<file path="src/rtl/boot_loader.sv">
// boot_loader: UART 8N1 program loader that fills RAM port A with little-endian words, then releases the cpu core.
// Optional BOOT_CHECKSUM_EN adds a trailing XOR checksum byte that must match before the core is released.
module boot_loader #(
  parameter int CLK_DIV    = 868,
  parameter int ADDR_WIDTH = 9
) (
  input  logic                  clk,
  input  logic                  reset,
  input  logic                  rx,
  output logic [3:0]            ram_we,
  output logic [ADDR_WIDTH-1:0] ram_addr,
  output logic [31:0]           ram_wdata,
  output logic                  cpu_reset,
  output logic                  busy,
  output logic                  error
);
  typedef enum logic [1:0] {R_IDLE, R_START, R_DATA, R_STOP} rx_state_t;
  typedef enum logic [2:0] {
    L_LEN0, L_LEN1, L_DATA, L_DONE, L_ERR
`ifdef BOOT_CHECKSUM_EN
    , L_CSUM
`endif
  } ld_state_t;
`ifdef BOOT_CHECKSUM_EN
  localparam ld_state_t L_FIN = L_CSUM;
`else
  localparam ld_state_t L_FIN = L_DONE;
`endif
  localparam logic [15:0] HALF    = 16'(CLK_DIV / 2);
  localparam logic [15:0] LAST    = 16'(CLK_DIV - 1);
  localparam logic [16:0] MAX_LEN = 17'(1) << ADDR_WIDTH;
  rx_state_t           rs;
  ld_state_t           ls;
  logic                rx_s1, rx_s2, byte_valid, frame_err;
  logic [15:0]         timer, length;
  logic [2:0]          bit_cnt;
  logic [7:0]          rx_byte, len_lo;
  logic [1:0]          byte_cnt;
  logic [23:0]         word;
  logic [ADDR_WIDTH:0] word_idx;
`ifdef BOOT_CHECKSUM_EN
  logic [7:0]          csum;
`endif
  always_ff @(posedge clk or posedge reset) begin
    if (reset) begin
      rx_s1      <= 1'b1;
      rx_s2      <= 1'b1;
      rs         <= R_IDLE;
      timer      <= '0;
      bit_cnt    <= '0;
      rx_byte    <= '0;
      byte_valid <= 1'b0;
      frame_err  <= 1'b0;
    end else begin
      rx_s1      <= rx;
      rx_s2      <= rx_s1;
      byte_valid <= 1'b0;
      frame_err  <= 1'b0;
      case (rs)
        R_IDLE: if (!rx_s2) begin
          rs    <= R_START;
          timer <= '0;
        end
        R_START: if (timer == HALF) begin
          timer   <= '0;
          bit_cnt <= '0;
          rs      <= rx_s2 ? R_IDLE : R_DATA;
        end else timer <= timer + 16'd1;
        R_DATA: if (timer == LAST) begin
          timer   <= '0;
          rx_byte <= {rx_s2, rx_byte[7:1]};
          bit_cnt <= bit_cnt + 3'd1;
          if (bit_cnt == 3'd7) rs <= R_STOP;
        end else timer <= timer + 16'd1;
        default: if (timer == LAST) begin
          timer      <= '0;
          byte_valid <= rx_s2;
          frame_err  <= !rx_s2;
          rs         <= R_IDLE;
        end else timer <= timer + 16'd1;
      endcase
    end
  end
  always_ff @(posedge clk or posedge reset) begin
    if (reset) begin
      ls        <= L_LEN0;
      len_lo    <= '0;
      length    <= '0;
      byte_cnt  <= '0;
      word      <= '0;
      word_idx  <= '0;
      ram_we    <= '0;
      ram_addr  <= '0;
      ram_wdata <= '0;
      cpu_reset <= 1'b1;
      busy      <= 1'b0;
      error     <= 1'b0;
`ifdef BOOT_CHECKSUM_EN
      csum      <= '0;
`endif
    end else begin
      ram_we <= '0;
      if (rs == R_IDLE && !rx_s2 && ls == L_LEN0) busy <= 1'b1;
      if (frame_err && ls != L_DONE) begin
        ls        <= L_ERR;
        error     <= 1'b1;
        cpu_reset <= 1'b1;
        busy      <= 1'b0;
      end else case (ls)
        L_LEN0: if (byte_valid) begin
          len_lo <= rx_byte;
          ls     <= L_LEN1;
        end
        L_LEN1: if (byte_valid) begin
          length <= {rx_byte, len_lo};
          if ({rx_byte, len_lo} == 16'd0) begin
            ls        <= L_FIN;
            cpu_reset <= L_FIN != L_DONE;
            busy      <= L_FIN != L_DONE;
          end else if ({1'b0, rx_byte, len_lo} > MAX_LEN) begin
            ls    <= L_ERR;
            error <= 1'b1;
            busy  <= 1'b0;
          end else ls <= L_DATA;
        end
        L_DATA: if (byte_valid) begin
          byte_cnt <= byte_cnt + 2'd1;
          word     <= {rx_byte, word[23:8]};
`ifdef BOOT_CHECKSUM_EN
          csum     <= csum ^ rx_byte;
`endif
          if (byte_cnt == 2'd3) begin
            ram_we    <= 4'hF;
            ram_addr  <= word_idx[ADDR_WIDTH-1:0];
            ram_wdata <= {rx_byte, word};
            word_idx  <= word_idx + 1'b1;
          end
        end else if (ram_we != 4'h0 && 16'(word_idx) == length) begin
          ls        <= L_FIN;
          cpu_reset <= L_FIN != L_DONE;
          busy      <= L_FIN != L_DONE;
        end
`ifdef BOOT_CHECKSUM_EN
        L_CSUM: if (byte_valid) begin
          ls        <= (rx_byte == csum) ? L_DONE : L_ERR;
          cpu_reset <= rx_byte != csum;
          error     <= rx_byte != csum;
          busy      <= 1'b0;
        end
`endif
        default: ;
      endcase
    end
  end
endmodule

</file>
<file path="config.mk">
export PLATFORM = sky130hd
export DESIGN_NAME = boot_loader
export DESIGN_NICKNAME = d
export VERILOG_FILES = /design/src/rtl/boot_loader.sv
export SDC_FILE = /design/constraint.sdc
export NUM_CORES = 1
export LEC_CHECK = 0
export ABC_AREA = 1
export CAP_MARGIN = 20
export CORE_MARGIN = 3
export CORE_UTILIZATION = 55
export DETAILED_ROUTE_END_ITERATION = 10
export HOLD_SLACK_MARGIN = 0.1
export MAX_ROUTING_LAYER = met4
export PLACE_DENSITY = 0.76
export SYNTH_ARGS = -nofsm -noshare
export SYNTH_HDL_FRONTEND = slang
export SYNTH_SLANG_ARGS = --single-unit
</file>
<file path="constraint.sdc">
create_clock -name clk -period 11.34 [get_ports clk]
set_clock_uncertainty 0.15 [all_clocks]
set_input_delay 1.701 -clock clk [delete_from_list [all_inputs] [get_ports clk]]
set_output_delay 1.701 -clock clk [all_outputs]
set_load 0.01 [all_outputs]
</file>
==> flow_metrics.env <==
export IMPL_antenna_found_initial=0
export IMPL_fin_cells=918
export IMPL_cts_buffer_depth=2
export IMPL_path_cells="clkdlybuf4s50_1"
export IMPL_met3_length_um=436
export IMPL_cts_tree="done"
export IMPL_crit_path_start="cpu_reset"
export IMPL_yosysUniqueCellTypes=36
export IMPL_clock_sinks=141
export IMPL_power_density_nw_per_um2=142.2
export IMPL_min_period_ps=3310
export IMPL_relSlewSlack_pct=41.98
export IMPL_netlist_instances=723
export IMPL_worstHoldStart="rx_s1"
export IMPL_ff2ff_path_depth=7
export IMPL_antenna_left=0
export IMPL_core_um2=11030
export IMPL_syn_to_final_growth_pct=17.58
export IMPL_setup_violations=0
export IMPL_timing_final_crit_share_pct=29.19
export IMPL_routed_via_density=5.203
export IMPL_num_vias=4776
export IMPL_grt_max_degree=89
export IMPL_slowest_delay_ps=530
export IMPL_synth_ff_latch_count=141
export IMPL_r2r_end="word_idx[9]"
export IMPL_ys_seq_area_share_pct=55.81
export IMPL_fmax_ghz=0.3021
export IMPL_post_cts_buffers=0
export IMPL_num_rows=38
export IMPL_cp_top_family="buffers and inverters"
export IMPL_crit_end="cpu_reset"
export IMPL_r2r_start="ls[0]"
export IMPL_hold_path_class="flop to flop"
export IMPL_drtIter0Drc=330
export IMPL_regToRegSetupSlack_ps=8640
export IMPL_clock_latency_ps=410
export IMPL_hpwl_um=8433
export IMPL_rsz0062_at_grt="no"
export IMPL_cap_violations=0
export IMPL_grt_usage_pct=21.42
export IMPL_syn_area_per_cell_um2=8.753
export IMPL_cp_max_fo=2
export IMPL_cts_max_level=4
export IMPL_grt_pass1_vias=4638
export IMPL_ctsHoldBuffers=0
export IMPL_setup_tns_ps=0
export IMPL_slowest_stage="clkdlybuf4s50_1"
export IMPL_place_gp_congestion=0.8682
export IMPL_die_x_um=113.3
export IMPL_yosys_warnings=0
export IMPL_cts_clk_slew_worst_paths_ps=50
export IMPL_cp_required_ps=9490
export IMPL_wl_per_cell_um=13.65
export IMPL_wl_met1_um=5827
export IMPL_ir_drop_mv=0.1059
export IMPL_grt_pass1_wl_um=21280
export IMPL_synth_nets=732
export IMPL_place_inst=888
export IMPL_top_layer="met4"
export IMPL_io_buffers=50
export IMPL_cts_root_buf="clkbuf_16"
export IMPL_pin_count=51
export IMPL_drcViolationCount=0
export IMPL_diodes=0
export IMPL_worst_path_stages=1
export IMPL_cp_end_kind="output port"
export IMPL_hold_violations=0
export IMPL_wl_met2_um=6015
export IMPL_crit_type="flop to output port"
export IMPL_leakage_nw=3.494
export IMPL_critPathLaunchType="flop"
export IMPL_arrival_ps=1460
export IMPL_routed_wl_um=12530
export IMPL_ctsResizeCount=0
export IMPL_grt_overflow_total=0
export IMPL_die_h_um=113.3
export IMPL_syn_area_um2=6329
export IMPL_status="complete, no violations"
export IMPL_slew_viol_final=0
export IMPL_start_util_pct=57.37
export IMPL_cts_buffers_inserted=17
export IMPL_max_slew_worst_pin_slew_ps=868.2
export IMPL_drive_above_1_share_pct=8.098
export IMPL_final_nets=777
export IMPL_crit_buf_inv=1
export IMPL_dieArea_um2=12830
export IMPL_first_pass_iters=5
[kinds of logic after synthesis]
logic type	share of synthesized area (%)
XOR/XNOR	2.353
multiplexers	0.3954
adder cells (fa/ha/maj)	1.186
AND/OR/NAND/NOR	22.80
AO/OA/AOI/OAI	9.490
flip-flops	55.81
buffers and inverters	7.967
[power breakdown]
part           internal, mW  switching (mW)  total [mW]
combinational       0.00199         0.00981      0.0118
clock                 0.347           0.195       0.542
sequential            0.504        0.000294       0.504
[cell usage after synthesis (all sizes together)]
| cell type | instances | area (um^2) |
|---|---|---|
| nor2 | 58 | 260.3 |
| inv | 86 | 325.3 |
| dfrtp | 138 | 3453 |
| o211ai | 3 | 22.52 |
| nand3b | 2 | 15.01 |
| ha | 6 | 75.07 |
| dfstp | 3 | 78.83 |
| a21oi | 12 | 63.81 |
| mux2i | 1 | 10.01 |
| nand2 | 220 | 843.3 |
| nand4 | 9 | 56.30 |
| xor2 | 15 | 131.4 |
| clkbuf | 7 | 26.28 |
| nor4 | 3 | 18.77 |
| xnor2 | 2 | 17.52 |
| o21ai | 98 | 505.5 |
| a41oi | 1 | 8.760 |
| buf | 19 | 147.6 |
| nor3 | 8 | 50.05 |
| nand3 | 29 | 192.7 |
| clkinv | 1 | 5.000 |
| or2 | 1 | 6.260 |
| mux2 | 1 | 15.01 |
[cell usage in the layout (no fill, tap or decap), types with 3 or more instances in the layout]
| master | count |
|---|---|
| a21oi_1 | 11 |
| bufinv_16 | 3 |
| clkbuf_1 | 4 |
| clkbuf_16 | 17 |
| clkdlybuf4s50_1 | 50 |
| clkinv_2 | 3 |
| dfrtp_1 | 138 |
| dfstp_2 | 3 |
| ha_1 | 6 |
| inv_1 | 83 |
| nand2_1 | 213 |
| nand2_2 | 7 |
| nand3_1 | 24 |
| nand3_4 | 3 |
| nand4_1 | 9 |
| nor2_1 | 49 |
| nor2_2 | 5 |
| nor2_4 | 4 |
| nor3_1 | 6 |
| nor4_1 | 3 |
| o211ai_1 | 3 |
| o21ai_0 | 68 |
| o21ai_1 | 26 |
| o21ai_2 | 4 |
| xor2_1 | 15 |
[layer usage]
metal  vias up  GRT usage [%]
li1       2380              -
met1      2280          27.43
met2        92          33.61
met3        24          4.011
met4         0          9.295
met5         -              -
[worst min path at each step]
stage                  to  slack, ps  depth (start not counted)
finish              rx_s2        210                          0
global route        rx_s2        220                          0
CTS                 rx_s2        210                          0
detailed placement  rx_s2        200                          0
global placement    rx_s2        200                          0
floorplan           rx_s2        200                          0
[state kept, by name, summed over array words and instances (netlist names), 8 cells and up]
register   count
ram_wdata     32
word          24
length        16
timer         16
word_idx      10
ram_addr       9
len_lo         8
rx_byte        8
[per-stage QoR]
stage                     area, um^2  util [%]  hold WS [ps]  setup WS (ps)  total power, mW
after CTS                       7413     67.21         211.8           7935            1.068
after global routing            7441     67.46         216.2           7995            1.091
after detailed placement        6843     62.03         203.8           7486           0.5248
final                           7441     67.46         209.9           8030            1.058
after global placement          6843     62.03         196.7           7509           0.5245
after floorplan                 6329         -         195.2           5713           0.5207
[final cells by class]
type | count | area (um^2)
inverters | 87 | 335.3
clock inverters | 7 | 116.4
fillers | 874 | 3590
multi-input cells | 469 | 2292
flip-flops and latches | 141 | 3532
well taps | 140 | 175.2
repair buffers | 52 | 535.5
clock buffers | 22 | 454.2
No activity file was read; power rests on OpenSTA's default activity.
